### src/rtl/serial_parity_tx_pkg.sv
// Shared definitions for the serial parity transmitter:
// FSM encodings, default width and parity-sense constants.
package serial_parity_tx_pkg;

  typedef enum logic [1:0] {
    IDLE   = 2'd0,
    SHIFT  = 2'd1,
    PARITY = 2'd2
  } state_e;

  localparam int unsigned DATA_W_DEF = 8;

  localparam bit PAR_EVEN = 1'b0;
  localparam bit PAR_ODD  = 1'b1;

endpackage

### src/rtl/serial_parity_tx_shift_reg.sv
// Loadable right-shift register with bit counter.
// Load wins over advance so back-to-back frames reuse the last-bit edge.
module serial_parity_tx_shift_reg #(
  parameter int unsigned DATA_W = 8,
  parameter int unsigned CW     = $clog2(DATA_W)
) (
  input  logic              clk,
  input  logic              reset,
  input  logic              load_i,
  input  logic              adv_i,
  input  logic [DATA_W-1:0] din_i,
  output logic              cur_bit_o,
  output logic [CW-1:0]     cnt_o
);

  localparam logic [CW-1:0] LAST = CW'(DATA_W - 1);

  logic [DATA_W-1:0] shreg_q, shreg_d;
  logic [CW-1:0]     cnt_q, cnt_d;

  always_comb begin
    shreg_d = shreg_q;
    cnt_d   = cnt_q;
    if (load_i) begin
      shreg_d = din_i;
      cnt_d   = '0;
    end else if (adv_i) begin
      shreg_d = shreg_q >> 1;
      // saturate so the counter never wraps past the last bit
      if (cnt_q != LAST) cnt_d = cnt_q + CW'(1);
    end
  end

  always_ff @(posedge clk or posedge reset) begin
    if (reset) begin
      shreg_q <= '0;
      cnt_q   <= '0;
    end else begin
      shreg_q <= shreg_d;
      cnt_q   <= cnt_d;
    end
  end

  assign cur_bit_o = shreg_q[0];
  assign cnt_o     = cnt_q;

endmodule

### src/rtl/serial_parity_tx.sv
// LSB-first serializer with optional trailing parity bit.
// Handshake and frame FSM live here; shifting is in the sub-module.
module serial_parity_tx
  import serial_parity_tx_pkg::*;
#(
  parameter int unsigned DATA_W  = DATA_W_DEF,
  parameter bit          PAR_EN  = 1'b1,
  parameter bit          ODD_PAR = PAR_EVEN
) (
  input  logic              clk,
  input  logic              reset,
  input  logic [DATA_W-1:0] din,
  input  logic              load_valid,
  output logic              load_ready,
  input  logic              en,
  output logic              x,
  output logic              bit_valid,
  output logic              frame_last,
  output logic              busy
);

  localparam int unsigned   CW   = $clog2(DATA_W);
  localparam logic [CW-1:0] LAST = CW'(DATA_W - 1);

  state_e        state_q;
  logic          acc_q;
  logic          sh_bit;
  logic [CW-1:0] cnt;
  logic          cnt_last;
  logic          last;
  logic          accept;
  logic          adv;
  logic          pbit;
  logic          cur_bit;

  serial_parity_tx_shift_reg #(
    .DATA_W (DATA_W),
    .CW     (CW)
  ) u_shift (
    .clk       (clk),
    .reset     (reset),
    .load_i    (accept),
    .adv_i     (adv),
    .din_i     (din),
    .cur_bit_o (sh_bit),
    .cnt_o     (cnt)
  );

  assign cnt_last = (cnt == LAST);
  assign busy     = (state_q != IDLE);
  assign last     = (state_q == PARITY) |
                    ((state_q == SHIFT) & cnt_last & ~PAR_EN);

  assign load_ready = (state_q == IDLE) | (last & en);
  assign accept     = load_valid & load_ready;
  assign adv        = en & (state_q == SHIFT);

  assign pbit = acc_q ^ ODD_PAR;

  always_comb begin
    cur_bit = 1'b0;
    unique case (1'b1)
      (state_q == SHIFT):  cur_bit = sh_bit;
      (state_q == PARITY): cur_bit = pbit;
      default:             cur_bit = 1'b0;
    endcase
  end

  assign bit_valid  = busy & en;
  assign x          = bit_valid & cur_bit;
  assign frame_last = bit_valid & last;

  always_ff @(posedge clk or posedge reset) begin
    if (reset) begin
      state_q <= IDLE;
      acc_q   <= 1'b0;
    end else if (accept) begin
      state_q <= SHIFT;
      acc_q   <= ^din;
    end else if (en) begin
      unique case (state_q)
        SHIFT:   if (cnt_last) state_q <= PAR_EN ? PARITY : IDLE;
        PARITY:  state_q <= IDLE;
        default: state_q <= state_q;
      endcase
    end
  end

endmodule

### config.mk
export PLATFORM = sky130hd
export DESIGN_NAME = serial_parity_tx
export DESIGN_NICKNAME = d
export VERILOG_FILES = /design/src/rtl/serial_parity_tx_pkg.sv /design/src/rtl/serial_parity_tx_shift_reg.sv /design/src/rtl/serial_parity_tx.sv
export SDC_FILE = /design/constraint.sdc
export NUM_CORES = 1
export LEC_CHECK = 0
export ABC_CLOCK_PERIOD_IN_PS = 4400
export CORE_UTILIZATION = 52
export DETAILED_ROUTE_END_ITERATION = 16
export MAX_ROUTING_LAYER = met4
export PLACE_DENSITY = 0.87
export SETUP_SLACK_MARGIN = 0.1
export SLEW_MARGIN = 10
export SYNTH_ARGS = -nofsm -noshare
export SYNTH_HDL_FRONTEND = slang
export SYNTH_SLANG_ARGS = --single-unit
### constraint.sdc
create_clock -name clk -period 4.4 [get_ports clk]
set_input_delay 0.88 -clock clk [delete_from_list [all_inputs] [get_ports clk]]
set_output_delay 0.88 -clock clk [all_outputs]
set_load 0.05 [all_outputs]
==> impl_metrics.py, run 1 <==
metrics = {
    "setup_path": {
        "endpoint_kind": "output port",
        "crit_path_start_kind": "input port",
        "crit_type": "input port to output port",
        "cp_max_fo": 6,
        "cp.required_ps": 3520,
        "arrival_ps": 2620,
    },
    "synthesis": {
        "syn_avg_cell_area_um2": 10.4,
        "synth_seq_cells": 14,
        "synth_common_cells": "dfrtp_1 (14), nand2_1 (10), mux2i_1 (8), xnor2_1 (8), nand2_2 (6)",
        "synth-seq-area-share_pct": 39.5,
        "synthCells": 85,
        "synth_ff_type": "dfrtp_1",
        "synthTopCellsByArea": "dfrtp_1 (39%), mux2i_1 (9.0%), xnor2_1 (7.9%)",
        "syn_nets": 102,
        "synthArstFlopShare_pct": 100,
        "synth_area_um2": 887,
        "yosys_warnings": 0,
        "netlist.area_leader.share_pct": 39.5,
        "synth_area_leader_cell": "dfrtp_1",
        "synthMostInstantiatedCell": "dfrtp_1",
        "synth_edf_count": 0,
        "synth_cell_types": 22,
    },
    "sta": {
        "finClkSkew_ps": 3.43,
        "tns_ps": 0,
        "final-hold-violation-count": 0,
        "slew_viol_final": 0,
        "tightest_slew_ps": 532,
        "setup_viol": 0,
        "rsz0062_at_grt": "no",
        "max_slew_margin_pct": 64.5,
        "period_share_pct": 79.6,
        "fmax_mhz": 286,
        "period_minus_slack_ps": 3500,
    },
    "die": {
        "dieArea_um2": 1880,
        "ios": 17,
        "die-width_um": 43.3,
        "core_um2": 1540,
        "rows": 14,
        "initial_core_util_pct": 57.5,
        "die_h_um": 43.3,
    },
    "drt": {
        "drt_iter0_drc": 8,
        "drc_errors": 0,
        "ant_nets": 0,
        "drt_wl_total_um": 1410,
        "wl_per_cell_um": 11.9,
        "viasPerCell": 5.31,
        "dr.pass1.iters": 4,
        "routed-via-count": 626,
    },
    "global_route": {
        "gr-total-overflow": 0,
        "grt_max_degree": 20,
        "antenna_found_initial": 0,
        "grt_pass1_vias": 632,
        "track_usage_pct": 19.8,
        "grt_pass1_wl_um": 2660,
    },
    "cells_and_area": {
        "area_growth_pct": 19.3,
        "antenna_cells": 0,
        "nets": 120,
        "final_util_pct": 68.7,
        "drive_above_1_share_pct": 19.6,
    },
    "cts": {
        "cts_buffer_depth": 2,
        "post_cts_buffers": 0,
        "cts_max_level": 1,
        "tritoncts": "built",
        "clock_latency_ps": 280,
        "path_clk_slew_ps": 80,
        "cts_root_buffer": "clkbuf_4",
        "cts_hold_buf": 0,
        "numClockSinks": 14,
        "post_cts_resized": 0,
        "cts_buffers": 3,
    },
    "placed_design": {
        "numPortBuffers": 16,
        "hpwlAfterDp_um": 1090,
        "gp_congestion": 0.783,
    },
    "run_status": {
        "outcome": "finished, final reports clean",
    },
    "power_and_ir_drop": {
        "p_per_area_nw_per_um2": 599,
        "irDropWorstVdd_uv": 311,
        "p_leak_nw": 0.494,
    },
    "run": {
        "cap_violations": 0,
    },
    "min_path": {
        "hp-class": "flip-flop to flip-flop",
    },
}
==> cells by family (layout without fill, tap and decap cells) <==
family,count (synthesis),count (layout),share of synthesized area (%)
adders and majority gates,5,5,7.05
DFF,14,14,39.5
AOI/OAI and AO/OA,17,17,13.4
muxes,8,8,9.03
xor gates and xnor gates,8,8,7.90
buffers and inverters,7,24,6.77
and+or+nand+nor,26,26,16.4
==> state kept, by name, indices dropped and copies added, names as in the netlist <==
register,count
acc_q,1
state_q,2
u_shift.cnt_o,3
u_shift.shreg_q,8
==> path summary, 6_finish.rpt <==
| path | endpoint | slack [ps] | from | depth (start not counted) |
|---|---|---|---|---|
| worst max-delay path | x | 900 | en | 5 |
| worst min-delay path | acc_q$_DFFE_PP0P_ | 500 | acc_q$_DFFE_PP0P_ | 2 |
| worst max register to register | u_shift.cnt_o[0]$_DFFE_PP0P_ | 2600 | state_q[1]$_DFFE_PP0P_ | 6 |
| worst min register to register | acc_q$_DFFE_PP0P_ | 500 | acc_q$_DFFE_PP0P_ | 2 |
| max in group asynchronous | acc_q$_DFFE_PP0P_ | 3120 | reset | 2 |
| min in group asynchronous | u_shift.shreg_q[1]$_DFFE_PP0P_ | 930 | reset | 2 |
==> routing by layer <==
| layer | wire length, µm | track usage [%] | vias to the layer above |
|---|---|---|---|
| li1 | - | - | 319 |
| met1 | 642 | 23.6 | 295 |
| met2 | 700 | 32.2 | 10 |
| met3 | 57 | 7.66 | 2 |
| met4 | 5 | 3.03 | 0 |
| met5 | 0 | - | - |
==> cell type report <==
cell class / instances / area [µm²]
clock buffer: 4 / 36.3
inverter: 4 / 15.0
timing repair buffer: 16 / 160
sequential: 14 / 350
tap: 16 / 20.0
fill: 133 / 483
multi-input combinational: 64 / 477
==> report_power, final <==
part | switching [W] | total (W) | leakage [nW] | internal [W]
sequential | 0.0000306 | 0.000214 | 0.176 | 0.000184
clock | 0.0000419 | 0.0000923 | 0.0210 | 0.0000504
combinational | 0.000189 | 0.000327 | 0.297 | 0.000139
total | 0.000261 | 0.000634 | 0.494 | 0.000373
==> metrics by stage <==
stage	total power, W	instance area, µm²	hold WS, ps	setup slack, ps	cells
5_1_grt	0.000690	1060	543	804	118
6_report	0.000634	1060	503	899	118
4_1_cts	0.000641	1060	508	899	118
3_3_place_gp	0.000537	1020	472	941	114
2_1_floorplan	0.000493	887	456	1090	85
3_5_place_dp	0.000548	1020	488	899	114
==> cells in the final DEF (no fill, tap or decap), drive strengths merged <==
cell type	n
ha	5
and2	2
xnor2	8
nor2	4
nand3	1
dfrtp	14
mux2i	8
a21oi	2
a22oi	2
nand3b	1
clkdlybuf4s50	16
inv	4
clkbuf	4
o21ai	12
nor2b	2
nand2	16
a21o	1
==> critical path, stage by stage <==
cell	delay, ps
clkdlybuf4s50_1	570
nor2b_1	230
nand2_1	70
nor2_1	80
clkdlybuf4s50_1	800
Note: power is estimated with default switching activity, not from simulation.
==> inputs of run 2 (changes only) <==
Settings changed: ABC_CLOCK_PERIOD_IN_PS 4400 to 3500, CORE_UTILIZATION 52 to 50, PLACE_DENSITY 0.87 to 0.84.
Clock period 4.4 ns to 3.5 ns, I/O delays scaled along.
==> run 2 against run 1 <==
  * Clock power down 4.0%
  * Die area up 3.8%
  * Sequential share of layout area up 0.44 points
  * Highest routed layer unchanged
  * Setup slack worse by 570 ps
==> impl_metrics.py, run 2 (same netlist as run 1, synthesis figures left out) <==
metrics = {
    "cts": {
        "clock_latency_ps": 270,
        "cts_hold_buf": 0,
        "path_clk_slew_ps": 80,
        "cts_max_level": 1,
        "cts_buffer_depth": 2,
        "post_cts_buffers": 0,
        "post_cts_resized": 0,
        "cts_buffers": 3,
        "numClockSinks": 14,
        "tritoncts": "built",
        "cts_root_buffer": "clkbuf_4",
    },
    "drt": {
        "dr.pass1.iters": 8,
        "viasPerCell": 5.49,
        "routed-via-count": 642,
        "drc_errors": 0,
        "wl_per_cell_um": 12.1,
        "drt_iter0_drc": 21,
        "ant_nets": 0,
        "drt_wl_total_um": 1420,
    },
    "global_route": {
        "grt_pass1_vias": 656,
        "gr-usage-met3_pct": 2.45,
        "gr-total-overflow": 0,
        "grt_use_met2_pct": 30.0,
        "grt_pass1_wl_um": 2610,
        "track_usage_pct": 18.4,
        "antenna_found_initial": 0,
        "grt_most_used_layer": "met2",
        "grt_max_degree": 20,
        "use_met1_pct": 23.2,
    },
    "sta": {
        "timing.final.ws_setup_ps": 326,
        "hold_ws_ps": 501,
        "final-hold-violation-count": 0,
        "period_minus_slack_ps": 3170,
        "period_share_pct": 90.7,
        "tightest_slew_ps": 511,
        "tns_ps": 0,
        "setup_viol": 0,
        "slew_viol_final": 0,
        "max_slew_margin_pct": 65.9,
        "rsz0062_at_grt": "no",
        "finClkSkew_ps": 1.66,
        "fmax_mhz": 315,
    },
    "setup_path": {
        "cp.required_ps": 2800,
        "rr_endpoint": "u_shift.cnt_o[0]$_DFFE_PP0P_",
        "cp_common_cell": "clkdlybuf4s50_1",
        "r2r_slack_ps": 1750,
        "crit_type": "input port to output port",
        "endpoint_kind": "output port",
        "slowest_delay_ps": 800,
        "cp_max_fo": 6,
        "worst-path-buf-inv": 2,
        "arrival_ps": 2470,
        "crit_chain": "clkdlybuf4s50_1 > nor2b_1 > nand2_1 > nor2_1 > clkdlybuf4s50_1",
        "ff2ff_path_depth": 6,
        "r2r_start": "state_q[1]$_DFFE_PP0P_",
        "worst_path_max_delay_cell": "clkdlybuf4s50_1",
        "crit_path_start_kind": "input port",
        "cp_top_family": "buffers and inverters",
    },
    "run": {
        "cap_violations": 0,
    },
    "cells_and_area": {
        "num-fill-cells": 129,
        "finalInstanceArea_um2": 1040,
        "layout_commonest_cell": "clkdlybuf4s50_1",
        "final_util_pct": 66.3,
        "top_register": "u_shift.shreg_q",
        "largest_reg_flops": 8,
        "nets": 120,
        "multi_input_area_um2": 477,
        "mostFrequentLayoutCells": "clkdlybuf4s50_1 (16), dfrtp_1 (14), nand2_1 (10)",
        "area_growth_pct": 17.8,
        "register_area_um2": 350,
        "drive_above_1_share_pct": 18.8,
        "antenna_cells": 0,
    },
    "placed_design": {
        "pre_cts_slack_ps": 332,
        "gp_congestion": 0.760,
        "hpwlAfterDp_um": 1120,
        "numPortBuffers": 16,
        "dpl_cell_area_um2": 1020,
    },
    "die": {
        "rows": 14,
        "initial_core_util_pct": 56.3,
        "die-width_um": 44.1,
        "core_um2": 1580,
        "die_h_um": 44.1,
        "dieArea_um2": 1950,
        "ios": 17,
    },
    "min_path": {
        "whs_endpoint": "acc_q$_DFFE_PP0P_",
        "hp-start": "acc_q$_DFFE_PP0P_",
        "whs_path_depth": 2,
        "hp-class": "flip-flop to flip-flop",
    },
    "power_and_ir_drop": {
        "p_per_area_nw_per_um2": 740,
        "p_leak_nw": 0.487,
        "irDropWorstVdd_uv": 348,
    },
    "run_status": {
        "outcome": "finished, final reports clean",
    },
}
==> run 2: changes by cell type in the layout (fill, tap and decap cells not counted) <==
| cell | previous run | this run |
|---|---|---|
| clkbuf_8 | 1 | 0 |
==> run 2: area by class of cell <==
class / instances / area share [%]
inverters: 4 / 1.44
multi-input cells: 64 / 45.6
repair buffers: 16 / 15.3
flip-flops and latches: 14 / 33.5
clock buffers: 3 / 2.16
well taps: 16 / 1.92
==> run 2: worst register-to-register path: stages, from the launching register on <==
cell,delay [ps]
dfrtp_1,400
inv_1,100
ha_1,240
nand2_1,340
nor2_1,320
xnor2_1,210
nor2_4,40
==> run 2: per-stage QoR <==
step	power (W)	std cells
final	0.000773	117
after global routing	0.000837	117
after CTS	0.000778	117
after detailed placement	0.000691	114
after global placement	0.000676	114
after floorplan	0.000620	85
==> run 2: how the worst max path moves through the flow <==
stage / start / to / cells after the start
after CTS: en / x / 5
after floorplan: en / x / 3
final: en / x / 5
after global routing: en / x / 5
after global placement: en / x / 5
after detailed placement: en / x / 5
==> run 2: where the power goes <==
group | leakage [nW] | switching [W] | internal [W]
registers | 0.176 | 0.0000377 | 0.000231
clock network | 0.0138 | 0.0000487 | 0.0000398
logic | 0.297 | 0.000240 | 0.000175
==> run 2: routing by layer <==
metal	share of wire [%]	wire, µm	up-vias
met2	51	726	21
met1	44	624	304
met3	3.9	55	2
met5	0	0	-
met4	0.64	9	0
li1	-	-	315
